[src/rtl/draw_pkg.sv]
// Shared constants for the sprite draw datapath: screen geometry, object sizes,
// command encodings and palette.
package draw_pkg;

  localparam int SCREEN_W = 160;
  localparam int SCREEN_H = 120;
  localparam int BIRD_X   = 40;
  localparam int BIRD_W   = 4;
  localparam int BIRD_H   = 4;
  localparam int WALL_W   = 8;
  localparam int GAP_H    = 30;

  // Counter widths cover the largest box (8 columns, 120 rows).
  localparam int CX_W = 4;
  localparam int CY_W = 7;

  typedef enum logic [1:0] {
    OP_ERASE_BIRD = 2'b00,
    OP_DRAW_BIRD  = 2'b01,
    OP_ERASE_WALL = 2'b10,
    OP_DRAW_WALL  = 2'b11
  } op_e;

  localparam logic [2:0] BG_COLOUR   = 3'b000;
  localparam logic [2:0] BIRD_COLOUR = 3'b110;
  localparam logic [2:0] WALL_COLOUR = 3'b010;

  function automatic logic is_wall_op(input op_e op);
    return op[1];
  endfunction

endpackage

[src/rtl/box_sweeper.sv]
// Row-major column/row walker over a w x h box; start clears, en advances.
// last flags the final (w-1, h-1) position combinationally.
module box_sweeper
  import draw_pkg::*;
(
  input  logic            clk,
  input  logic            resetn,
  input  logic            start_i,
  input  logic            en_i,
  input  logic [CX_W-1:0] w_i,
  input  logic [CY_W-1:0] h_i,
  output logic [CX_W-1:0] cx_o,
  output logic [CY_W-1:0] cy_o,
  output logic            last_o
);

  logic [CX_W-1:0] cx_q, cx_d;
  logic [CY_W-1:0] cy_q, cy_d;
  logic            row_end;

  assign row_end = (cx_q == w_i - CX_W'(1));
  assign last_o  = row_end && (cy_q == h_i - CY_W'(1));
  assign cx_o    = cx_q;
  assign cy_o    = cy_q;

  always_comb begin
    cx_d = cx_q;
    cy_d = cy_q;
    if (start_i) begin
      cx_d = '0;
      cy_d = '0;
    end else if (en_i) begin
      if (row_end) begin
        cx_d = '0;
        cy_d = cy_q + CY_W'(1);
      end else begin
        cx_d = cx_q + CX_W'(1);
      end
    end
  end

  always_ff @(posedge clk or negedge resetn) begin
    if (!resetn) begin
      cx_q <= '0;
      cy_q <= '0;
    end else begin
      cx_q <= cx_d;
      cy_q <= cy_d;
    end
  end

endmodule

[src/rtl/sprite_draw_engine.sv]
// Rasterises one bird/wall bounding box per command, one registered pixel per clock,
// with clipping and wall-gap suppression; pulses done once the box is finished.
module sprite_draw_engine
  import draw_pkg::*;
(
  input  logic       clk,
  input  logic       resetn,
  input  logic       cmd_valid,
  output logic       cmd_ready,
  input  logic [1:0] cmd_op,
  input  logic [6:0] bird_y,
  input  logic [7:0] wall_x,
  input  logic [6:0] gap_y,
  output logic [7:0] x,
  output logic [6:0] y,
  output logic [2:0] colour,
  output logic       plot,
  output logic       done
);

  localparam logic [1:0] S_IDLE  = 2'd0;
  localparam logic [1:0] S_SWEEP = 2'd1;
  localparam logic [1:0] S_DONE  = 2'd2;

  logic [1:0] state_q, state_d;
  op_e        op_q;
  logic [6:0] bird_y_q;
  logic [7:0] wall_x_q;
  logic [6:0] gap_y_q;

  logic [7:0] x_q, x_d;
  logic [6:0] y_q, y_d;
  logic [2:0] colour_q, colour_d;
  logic       plot_q, plot_d;
  logic       done_q, done_d;
  logic       ready_q, ready_d;

  logic            accept;
  logic            sweeping;
  logic            wall_op;
  logic [7:0]      org_x;
  logic [6:0]      org_y;
  logic [CX_W-1:0] box_w;
  logic [CY_W-1:0] box_h;
  logic [CX_W-1:0] cx;
  logic [CY_W-1:0] cy;
  logic            last;
  logic [8:0]      x_wide;
  logic [7:0]      y_wide;
  logic [7:0]      gap_lo;
  logic [7:0]      gap_hi;
  logic            clipped;
  logic            in_gap;

  assign accept   = cmd_valid && ready_q;
  assign sweeping = (state_q == S_SWEEP);
  assign wall_op  = is_wall_op(op_q);

  assign org_x = wall_op ? wall_x_q : 8'(BIRD_X);
  assign org_y = wall_op ? 7'd0 : bird_y_q;
  assign box_w = wall_op ? CX_W'(WALL_W) : CX_W'(BIRD_W);
  assign box_h = wall_op ? CY_W'(SCREEN_H) : CY_W'(BIRD_H);

  box_sweeper u_sweeper (
    .clk     (clk),
    .resetn  (resetn),
    .start_i (accept),
    .en_i    (sweeping),
    .w_i     (box_w),
    .h_i     (box_h),
    .cx_o    (cx),
    .cy_o    (cy),
    .last_o  (last)
  );

  // One extra bit so off-screen coordinates compare correctly before truncation.
  assign x_wide  = {1'b0, org_x} + 9'(cx);
  assign y_wide  = {1'b0, org_y} + 8'(cy);
  assign clipped = (x_wide >= 9'(SCREEN_W)) || (y_wide >= 8'(SCREEN_H));
  assign gap_lo  = {1'b0, gap_y_q};
  assign gap_hi  = gap_lo + 8'(GAP_H);
  assign in_gap  = (op_q == OP_DRAW_WALL) && (y_wide >= gap_lo) && (y_wide < gap_hi);

  always_comb begin
    state_d = state_q;
    case (state_q)
      S_IDLE:  if (accept) state_d = S_SWEEP;
      S_SWEEP: if (last) state_d = S_DONE;
      S_DONE:  state_d = S_IDLE;
      default: state_d = S_IDLE;
    endcase
  end

  always_comb begin
    x_d      = x_q;
    y_d      = y_q;
    colour_d = colour_q;
    if (sweeping) begin
      x_d = x_wide[7:0];
      y_d = y_wide[6:0];
      case (op_q)
        OP_DRAW_BIRD: colour_d = BIRD_COLOUR;
        OP_DRAW_WALL: colour_d = WALL_COLOUR;
        default:      colour_d = BG_COLOUR;
      endcase
    end
    plot_d  = sweeping && !clipped && !in_gap;
    done_d  = (state_q == S_DONE);
    // Ready drops on acceptance and only returns one cycle after the done pulse.
    ready_d = (state_q == S_IDLE) && !accept;
  end

  always_ff @(posedge clk or negedge resetn) begin
    if (!resetn) begin
      state_q  <= S_IDLE;
      op_q     <= OP_ERASE_BIRD;
      bird_y_q <= '0;
      wall_x_q <= '0;
      gap_y_q  <= '0;
      x_q      <= '0;
      y_q      <= '0;
      colour_q <= '0;
      plot_q   <= 1'b0;
      done_q   <= 1'b0;
      ready_q  <= 1'b0;
    end else begin
      state_q  <= state_d;
      x_q      <= x_d;
      y_q      <= y_d;
      colour_q <= colour_d;
      plot_q   <= plot_d;
      done_q   <= done_d;
      ready_q  <= ready_d;
      if (accept) begin
        op_q     <= op_e'(cmd_op);
        bird_y_q <= bird_y;
        wall_x_q <= wall_x;
        gap_y_q  <= gap_y;
      end
    end
  end

  assign x         = x_q;
  assign y         = y_q;
  assign colour    = colour_q;
  assign plot      = plot_q;
  assign done      = done_q;
  assign cmd_ready = ready_q;

endmodule

[config.mk]
export PLATFORM = sky130hd
export DESIGN_NAME = sprite_draw_engine
export DESIGN_NICKNAME = d
export VERILOG_FILES = /design/src/rtl/draw_pkg.sv /design/src/rtl/box_sweeper.sv /design/src/rtl/sprite_draw_engine.sv
export SDC_FILE = /design/constraint.sdc
export NUM_CORES = 1
export LEC_CHECK = 0
export BUFFER_PORTS_ARGS = -buffer_cell sky130_fd_sc_hd__buf_2
export CORE_ASPECT_RATIO = 0.9
export CORE_MARGIN = 8
export CORE_UTILIZATION = 52
export CTS_CLUSTER_DIAMETER = 80
export DETAILED_ROUTE_END_ITERATION = 7
export PLACE_DENSITY = 0.78
export SLEW_MARGIN = 25
export SYNTH_ARGS = -nofsm -noshare
export SYNTH_HDL_FRONTEND = slang
export SYNTH_HIERARCHICAL = 1
export SYNTH_SLANG_ARGS = --single-unit
export TNS_END_PERCENT = 10
[constraint.sdc]
create_clock -name clk -period 3.4 [get_ports clk]
set_input_delay 0.34 -clock clk [delete_from_list [all_inputs] [get_ports clk]]
set_output_delay 0.34 -clock clk [all_outputs]
set_load 0.05 [all_outputs]
==> impl_metrics.toml, run 1 <==
[timing]
finalWorstSetupSlack_ps = 423.9
skew_ps = 4.175
fin_crit_ps = 2976
fin_crit_sh_pct = 87.53
worst_pin_slew_ps = 934.4
setup_viol = 0
fin_hold_ws_ps = 9.581
max_slew_margin_pct = 37.71
finalHoldViolCount = 0
setup_tns_ps = 0
rsz0062_at_grt = "no"
fmax_mhz = 336.0
slew_viol_final = 0

[layout]
syn_to_final_growth_pct = 17.66
layout-drive-gt1-share_pct = 20.93
stdcell_area_um2 = 4110
nFillCells = 584
diodes = 0
final_nets = 484

[critical_path]
crit_fanout = 17
critPathKind = "reg -> reg"
rr_endpoint = "plot"
cp-start-kind = "flip-flop"
crit_required_ps = 3620
crit_chain = "buf_4 -> nor2b_1 -> ha_1 -> and3_1 -> a221oi_4 -> xnor2_1 -> ha_1 -> a21oi_1 -> o21ai_0 -> a311oi_1 -> nor4_2"
cp_common_cell = "ha_1"
rr_worst_depth = 11
slowest_delay_ps = 390
reg2reg_slack_ps = 420
critPathArrivalTime_ps = 3190
path_buf_inv = 1
crit_family = "compound AO/OA/AOI/OAI gates"
cp_slowest_cell = "dfrtp_1"
endpoint_kind = "flip-flop"
timing.rr.start = "op_q[1]"

[hold_path]
hold_class = "in -> async"

[drt]
dr.first_iter.drc_count = 78
dr.pass1.iters = 4
wl_um = 7552
vias = 2765
drc = 0
postRouteAntennaNets = 0
wl_per_cell_um = 14.52
via_per_inst = 5.317

[power_and_ir_drop]
total_power_uw = 4384
power_density_nw_per_um2 = 1067
p_switching_uw = 1957
vdd_drop_max_uv = 615.2
clockPowerShare_pct = 17.7
comb_power_share_pct = 54.7
p_sw_share_pct = 44.63
p_int_uw = 2428
leakagePower_uw = 0.001954
power_frac_seq_pct = 27.7

[floorplan]
die-area_um2 = 9600
core_area_um2 = 6551
die_w_um = 102.4
ios = 48
start_util_pct = 53.32
die_y_um = 93.76
rows = 28

[clock_network]
numCtsBuffers = 9
cts_tree = "yes"
clockRootBuffer = "clkbuf_8"
numClockSinks = 57
cts_resized = 0
cts-hold-fix-buffers = 0
clk_path_buf_depth = 2
clkLatencyLatePin_ps = 340
htreeDepth = 3
path_clk_slew_ps = 70
post-cts-setup-buffers = 0

[placement]
place_congestion = 0.8736
port_buffers = 46
dpl.hpwl_um = 5632
place_ws_ps = 426.2
dpl_cell_area_um2 = 3865

[run]
max_cap_violations = 0

[yosys]
synth_edf_count = 0
synth_area_um2 = 3493
syn_inst = 364
avgSynthCellArea_um2 = 9.597
yosys_warnings = 6
yosysSeqAreaShare_pct = 40.83
synth.distinct_cells = 49
async_flop_share_pct = 100.0
synth-seq-cells = 57
synthFlopType = "dfrtp_1"

[outcome]
status = "complete, no violations"

[global_routing]
antenna_found_initial = 0
grt_overflow = 0
grt_pass1_wl_um = 13040
grt_usage_pct = 17.25
grt_pass1_vias = 2712
grt_max_degree = 49
==> layout by cell type, fill, tap and decap left out, types with 3 or more instances in the layout <==
master     Yosys  final
a211oi_1       5      5
a21o_1         5      5
a21oi_1       14     14
a31oi_1        3      3
and2_1         4      3
buf_2          2     45
buf_4          1      6
bufinv_16      0      3
clkbuf_8       0     10
clkinv_2       0      3
conb_1         1     13
dfrtp_1       57     57
ha_1          30     30
inv_1         21     21
mux2_2        15     15
nand2_1       56     56
nand2b_1       7      7
nand3_1       11     11
nand4_1        3      3
nor2_1        10     10
nor2b_1       10     10
nor3_1         7      7
o21ai_0       25     25
or3_1          5      5
xnor2_1       21     21
xor2_1         8      8
==> flip-flops by register name (all words and copies together), names as in the netlist, 2 cells and up <==
| name | count |
|---|---|
| wall_x_q | 8 |
| x | 8 |
| bird_y_q | 7 |
| gap_y_q | 7 |
| u_sweeper/cy_o | 7 |
| y | 7 |
| u_sweeper/cx_o | 4 |
| colour | 2 |
| op_q | 2 |
| state_q | 2 |
==> metrics by stage <==
step / util [%] / instances
final: 62.74 / 520
after CTS: 62.70 / 520
after detailed placement: 59.00 / 504
after floorplan: - / 376
after global placement: 59.00 / 504
after global routing: 62.74 / 520
==> power groups by stage <==
stage	clock network (µW)	registers (µW)	logic [µW]
6_report	774	1210	2400
5_1_grt	814	1260	2680
4_1_cts	789	1220	2410
3_5_place_dp	0	1230	2390
3_3_place_gp	0	1210	2300
2_1_floorplan	0	1520	1530
==> final cells by class <==
class | instances | area (µm²) | share of cell area, %
Timing Repair Buffer | 51 | 270.3 | 6.575
Clock inverter | 6 | 105.1 | 2.557
Sequential cell | 57 | 1426 | 34.70
Tap cell | 90 | 112.6 | 2.740
Inverter | 22 | 82.58 | 2.009
Multi-Input combinational cell | 284 | 1976 | 48.07
Clock buffer | 10 | 137.6 | 3.349
==> worst register-to-register path, stage by stage, from the launching register on <==
cell and delay (ps):
dfrtp_1 390, buf_4 210, nor2b_1 140, ha_1 320
and3_1 250, a221oi_4 310, xnor2_1 240, ha_1 310
a21oi_1 140, o21ai_0 120, a311oi_1 350, nor4_2 90
==> cells in the mapped netlist, types with 4 or more instances <==
master    number  area, µm²
a211oi_1       5      37.54
a21o_1         5      37.54
a21oi_1       14      70.07
and2_1         4      25.02
clkbuf_1      10      37.54
dfrtp_1       57       1426
ha_1          30      375.4
inv_1         21      78.83
mux2_2        15      168.9
nand2_1       56      210.2
nand2b_1       7      43.79
nand3_1       11      55.05
nor2_1        10      37.54
nor2b_1       10      62.56
nor3_1         7      35.03
o21ai_0       25      125.1
or3_1          5      31.28
xnor2_1       21      183.9
xor2_1         8      70.07
==> metal layers <==
metal	share of wire, %	track usage, %
met5	0	0
met4	1.1	5.861
met1	46	21.75
met3	5.5	4.593
met2	47	27.85
==> how the worst max path moves through the flow <==
| stage | from | cells after the start | to | slack [ps] |
|---|---|---|---|---|
| 2_1_floorplan | op_q[1] | 14 | plot | 230 |
| 3_3_place_gp | u_sweeper/cy_o[0] | 12 | plot | 610 |
| 3_5_place_dp | op_q[1] | 11 | plot | 430 |
| 4_1_cts | op_q[1] | 11 | plot | 420 |
| 5_1_grt | op_q[1] | 13 | plot | 170 |
| 6_report | op_q[1] | 11 | plot | 420 |
==> kinds of logic after synthesis <==
| kind of cell | count (synthesis) | share of synthesized area (%) |
|---|---|---|
| AO/OA/AOI/OAI | 68 | 12.39 |
| XOR/XNOR | 30 | 7.951 |
| adder cells (fa/ha/maj) | 32 | 11.89 |
| buffers and inverters | 35 | 3.940 |
| flip-flops | 57 | 40.83 |
| multiplexers | 17 | 5.408 |
| other | 1 | 0.1073 |
| AND/OR/NAND/NOR | 124 | 17.48 |
No activity file was read; power rests on OpenSTA's default activity.
==> run 2, diff against run 1 <==
CELL_PAD_IN_SITES_DETAIL_PLACEMENT = 1   (was not set)
CELL_PAD_IN_SITES_GLOBAL_PLACEMENT = 2   (was not set)
CORE_UTILIZATION = 34   (was 52)
CTS_BUF_LIST = sky130_fd_sc_hd__clkbuf_8   (was not set)
PLACE_DENSITY = 0.81   (was 0.78)
==> impl_metrics.toml, run 2 (synthesis results as in run 1) <==
[global_routing]
grt_pass1_vias = 3069
grt_pass1_wl_um = 15510
grt_busiest_layer = "met2"
met3_usage_pct = 5.168
use_met2_pct = 22.82
use_met1_pct = 17.54
grt_usage_pct = 14.20
grt_max_degree = 49
grt_overflow = 0
antenna_found_initial = 0

[critical_path]
cp-start-kind = "flip-flop"
crit_fanout = 6
critPathArrivalTime_ps = 3250
endpoint_kind = "flip-flop"
crit_required_ps = 3630
critPathKind = "reg -> reg"

[floorplan]
die-area_um2 = 13780
ios = 48
rows = 35
core_area_um2 = 10120
start_util_pct = 34.53
die_y_um = 112.2
die_w_um = 122.8

[clock_network]
cts_resized = 0
numCtsBuffers = 9
post-cts-setup-buffers = 0
clkLatencyLatePin_ps = 360
htreeDepth = 3
path_clk_slew_ps = 70
clockRootBuffer = "clkbuf_8"
cts_tree = "yes"
clk_path_buf_depth = 2
cts-hold-fix-buffers = 0
numClockSinks = 57

[drt]
wl_per_cell_um = 16.00
dr.pass1.iters = 4
wl_um = 8978
via_per_inst = 4.952
drc = 0
vias = 2778
dr.first_iter.drc_count = 78
postRouteAntennaNets = 0

[layout]
layout-drive-gt1-share_pct = 21.06
final_nets = 486
utilization_pct = 41.31
layout_commonest_cell = "dfrtp_1"
layout.cells.most_common_list = "dfrtp_1 (57), nand2_1 (56), buf_2 (46)"
nFillCells = 1196
syn_to_final_growth_pct = 19.63
stdcell_count = 561
diodes = 0

[timing]
setup_viol = 0
finalHoldViolCount = 0
slew_viol_final = 0
skew_ps = 8.230
fmax_mhz = 331.6
finalWorstSetupSlack_ps = 384.3
rsz0062_at_grt = "no"
setup_tns_ps = 0
fin_crit_ps = 3016
fin_crit_sh_pct = 88.70
worst_pin_slew_ps = 806.5
max_slew_margin_pct = 46.24

[placement]
place_congestion = 0.8010
port_buffers = 46
dp_cells = 544
place_ws_ps = 400.4
dpl.hpwl_um = 6708

[power_and_ir_drop]
vdd_drop_max_uv = 542.4
power_density_nw_per_um2 = 1067
leakagePower_uw = 0.001956

[hold_path]
hold_class = "in -> async"

[outcome]
status = "complete, no violations"

[run]
max_cap_violations = 0
-- run 2: changes by cell type in the layout (fill, tap and decap cells not counted) --
| cell | change |
|---|---|
| clkbuf_8 | +1 |
| clkinvlp_4 | +2 |
| clkinv_2 | -3 |
| buf_16 | +1 |
| inv_1 | +1 |
| bufinv_16 | -1 |
| buf_2 | +1 |
-- run 2: final cells by class --
class                      instances  area, µm²  share of cell area [%]
clock buffer                      11      151.4                   3.623
clock inverter                     5      78.83                   1.886
inverter                          22      82.58                   1.976
multi-input combinational        284       1976                   47.28
sequential                        57       1426                   34.13
tap                              129      161.4                   3.862
timing repair buffer              53      302.8                   7.245
-- run 2: worst paths after layout --
check	cells after the start	from	slack, ps	to
setup / recovery	12	u_sweeper/cy_o[0]	380	plot
hold / removal	1	resetn	70	done
setup reg to reg	12	u_sweeper/cy_o[0]	380	plot
hold reg to reg	1	state_q[1]	460	state_q[0]
max in group asynchronous	2	resetn	2530	gap_y_q[4]
min in group clk	3	gap_y[2]	190	gap_y_q[2]
-- run 2: through the flow --
step,area [µm²],hold WS [ps],total power (µW)
final,4179,71.51,4459
after CTS,4151,83.17,4501
after floorplan,3538,44.41,3049
after global placement,3921,447.0,3609
after global routing,4179,124.5,4857
after detailed placement,3921,457.1,3717
-- run 2: power breakdown --
| part | total [µW] | switching (µW) | leakage, µW | internal, µW |
|---|---|---|---|---|
| logic | 2500 | 1530 | 0.00114 | 974 |
| registers | 1220 | 242 | 0.000702 | 980 |
| clock network | 738 | 288 | 0.000113 | 450 |
| total | 4460 | 2060 | 0.00196 | 2400 |
-- run 2: critical path, stage by stage (launching register included) --
cell	delay (ps)
dfrtp_1	460
ha_1	260
fa_1	420
nand3_1	90
nand2_1	90
a2111oi_0	380
nand4b_1	240
ha_1	200
nor2_1	50
a21oi_1	150
nand4b_1	130
a311oi_1	340
nor4_2	90
-- run 2: per-layer routing --
metal / part of all wire [%] / up-vias
li1: - / 1367
met3: 5.1 / 7
met2: 47 / 45
met4: 0.92 / 0
met1: 47 / 1359
met5: 0 / -
==> run 3, diff against run 2 <==
CORE_UTILIZATION = 33   (was 34)
CTS_BUF_LIST = sky130_fd_sc_hd__clkbuf_4 sky130_fd_sc_hd__clkbuf_8 sky130_fd_sc_hd__clkbuf_16   (was sky130_fd_sc_hd__clkbuf_8)
CTS_CLUSTER_DIAMETER = 50   (was 80)
PLACE_DENSITY = 0.79   (was 0.81)
==> impl_metrics.toml, run 3 (synthesis results as in run 1) <==
[outcome]
status = "complete, no violations"

[clock_network]
numClockSinks = 57
htreeDepth = 3
numCtsBuffers = 9
post-cts-setup-buffers = 0
clkLatencyLatePin_ps = 330
path_clk_slew_ps = 50
clockRootBuffer = "clkbuf_16"
clk_path_buf_depth = 2
cts-hold-fix-buffers = 0
cts_tree = "yes"
cts_resized = 0

[critical_path]
critPathArrivalTime_ps = 3150
crit_fanout = 7
crit_required_ps = 3600
crit_chain = "nor2b_1 -> ha_1 -> fa_1 -> nand3_1 -> nand2_1 -> a2111oi_0 -> nand4b_1 -> ha_1 -> nor2_1 -> a21oi_1 -> nand4b_1 -> a311oi_1 -> nor4_2"
critPathKind = "reg -> reg"
cp_slowest_cell = "dfrtp_1"
cp-start-kind = "flip-flop"
endpoint_kind = "flip-flop"
rr_worst_depth = 13
slowest_delay_ps = 440

[timing]
finalHoldViolCount = 0
skew_ps = 3.789
rsz0062_at_grt = "no"
worst_pin_slew_ps = 855.4
setup_viol = 0
setup_tns_ps = 0
fmax_mhz = 338.7
max_slew_margin_pct = 42.97
slew_viol_final = 0
fin_crit_ps = 2953
fin_crit_sh_pct = 86.85

[layout]
syn_to_final_growth_pct = 21.60
nFillCells = 1209
layout_commonest_cell = "dfrtp_1"
layout.cells.most_common_list = "dfrtp_1 (57), nand2_1 (56), buf_2 (46)"
multiInputGateArea_um2 = 1976
seq_area_um2 = 1426
stdcell_area_um2 = 4248
diodes = 0
final_nets = 486
layout-drive-gt1-share_pct = 21.11

[global_routing]
grt_overflow = 0
grt_usage_pct = 13.29
grt_pass1_wl_um = 15330
antenna_found_initial = 0
grt_max_degree = 43
grt_pass1_vias = 3035

[placement]
place_congestion = 0.7991
port_buffers = 46
dpl_cell_area_um2 = 3929
dpl.hpwl_um = 6576

[hold_path]
hold_class = "in -> async"

[floorplan]
die_y_um = 113.6
rows = 35
core_area_um2 = 10290
die_w_um = 124.5
ios = 48
die-area_um2 = 14140
start_util_pct = 33.95

[power_and_ir_drop]
power_density_nw_per_um2 = 1093
vdd_drop_max_uv = 620.3
leakagePower_uw = 0.001987

[drt]
postRouteAntennaNets = 0
via_per_inst = 4.948
wl_um = 8870
drc = 0
dr.pass1.iters = 4
wl_per_cell_um = 15.84
dr.first_iter.drc_count = 150
vias = 2771

[run]
max_cap_violations = 0
## run 3: worst paths after layout
| path | start | to | slack [ps] |
|---|---|---|---|
| max reg2reg | op_q[1] | plot | 450 |
| min | resetn | cmd_ready | 80 |
| min in group clk | wall_x[6] | wall_x_q[6] | 210 |
| min reg2reg | state_q[1] | state_q[0] | 460 |
| max in group asynchronous | resetn | gap_y_q[5] | 2460 |
| max | op_q[1] | plot | 450 |
## run 3: layout make-up
type,count,area share (%)
Timing Repair Buffer,53,6.657
Clock buffer,10,5.626
Sequential cell,57,33.58
Inverter,22,1.944
Multi-Input combinational cell,284,46.51
Tap cell,129,3.800
Clock inverter,5,1.885
## run 3: critical path: cells and delay by family (launching register included)
| kind | cells | cell delay (ps) |
|---|---|---|
| AND/OR/NAND/NOR | 7 | 720 |
| flip-flops | 1 | 440 |
| AO/OA/AOI/OAI | 3 | 820 |
| adder cells (fa/ha/maj) | 3 | 820 |
## run 3: where the power goes
| group | internal, µW | switching, µW | leakage [µW] |
|---|---|---|---|
| logic | 956 | 1500 | 0.00113 |
| clock network | 655 | 312 | 0.000151 |
| registers | 982 | 236 | 0.000702 |
| total | 2590 | 2050 | 0.00199 |
## run 3: through the flow
step | hold slack, ps | total power (µW) | util (%) | cells | worst slack [ps]
finish | 79.80 | 4641 | 41.28 | 560 | 447.2
global route | 143.4 | 5045 | 41.28 | 560 | 143.0
CTS | 114.4 | 4713 | 41.28 | 560 | 410.4
detailed placement | 460.6 | 3702 | 38.18 | 545 | 428.0
global placement | 448.1 | 3620 | 38.18 | 545 | 583.5
floorplan | 44.41 | 3049 | - | 376 | 232.4
## run 3: routing by layer
metal  vias to the layer above  global-route usage (%)  wire, µm
li1                       1370                       -         -
met1                      1345                   16.39      4353
met2                        47                   21.70      4032
met3                         9                   4.080       374
met4                         0                   4.411       110
met5                         -                       0         0
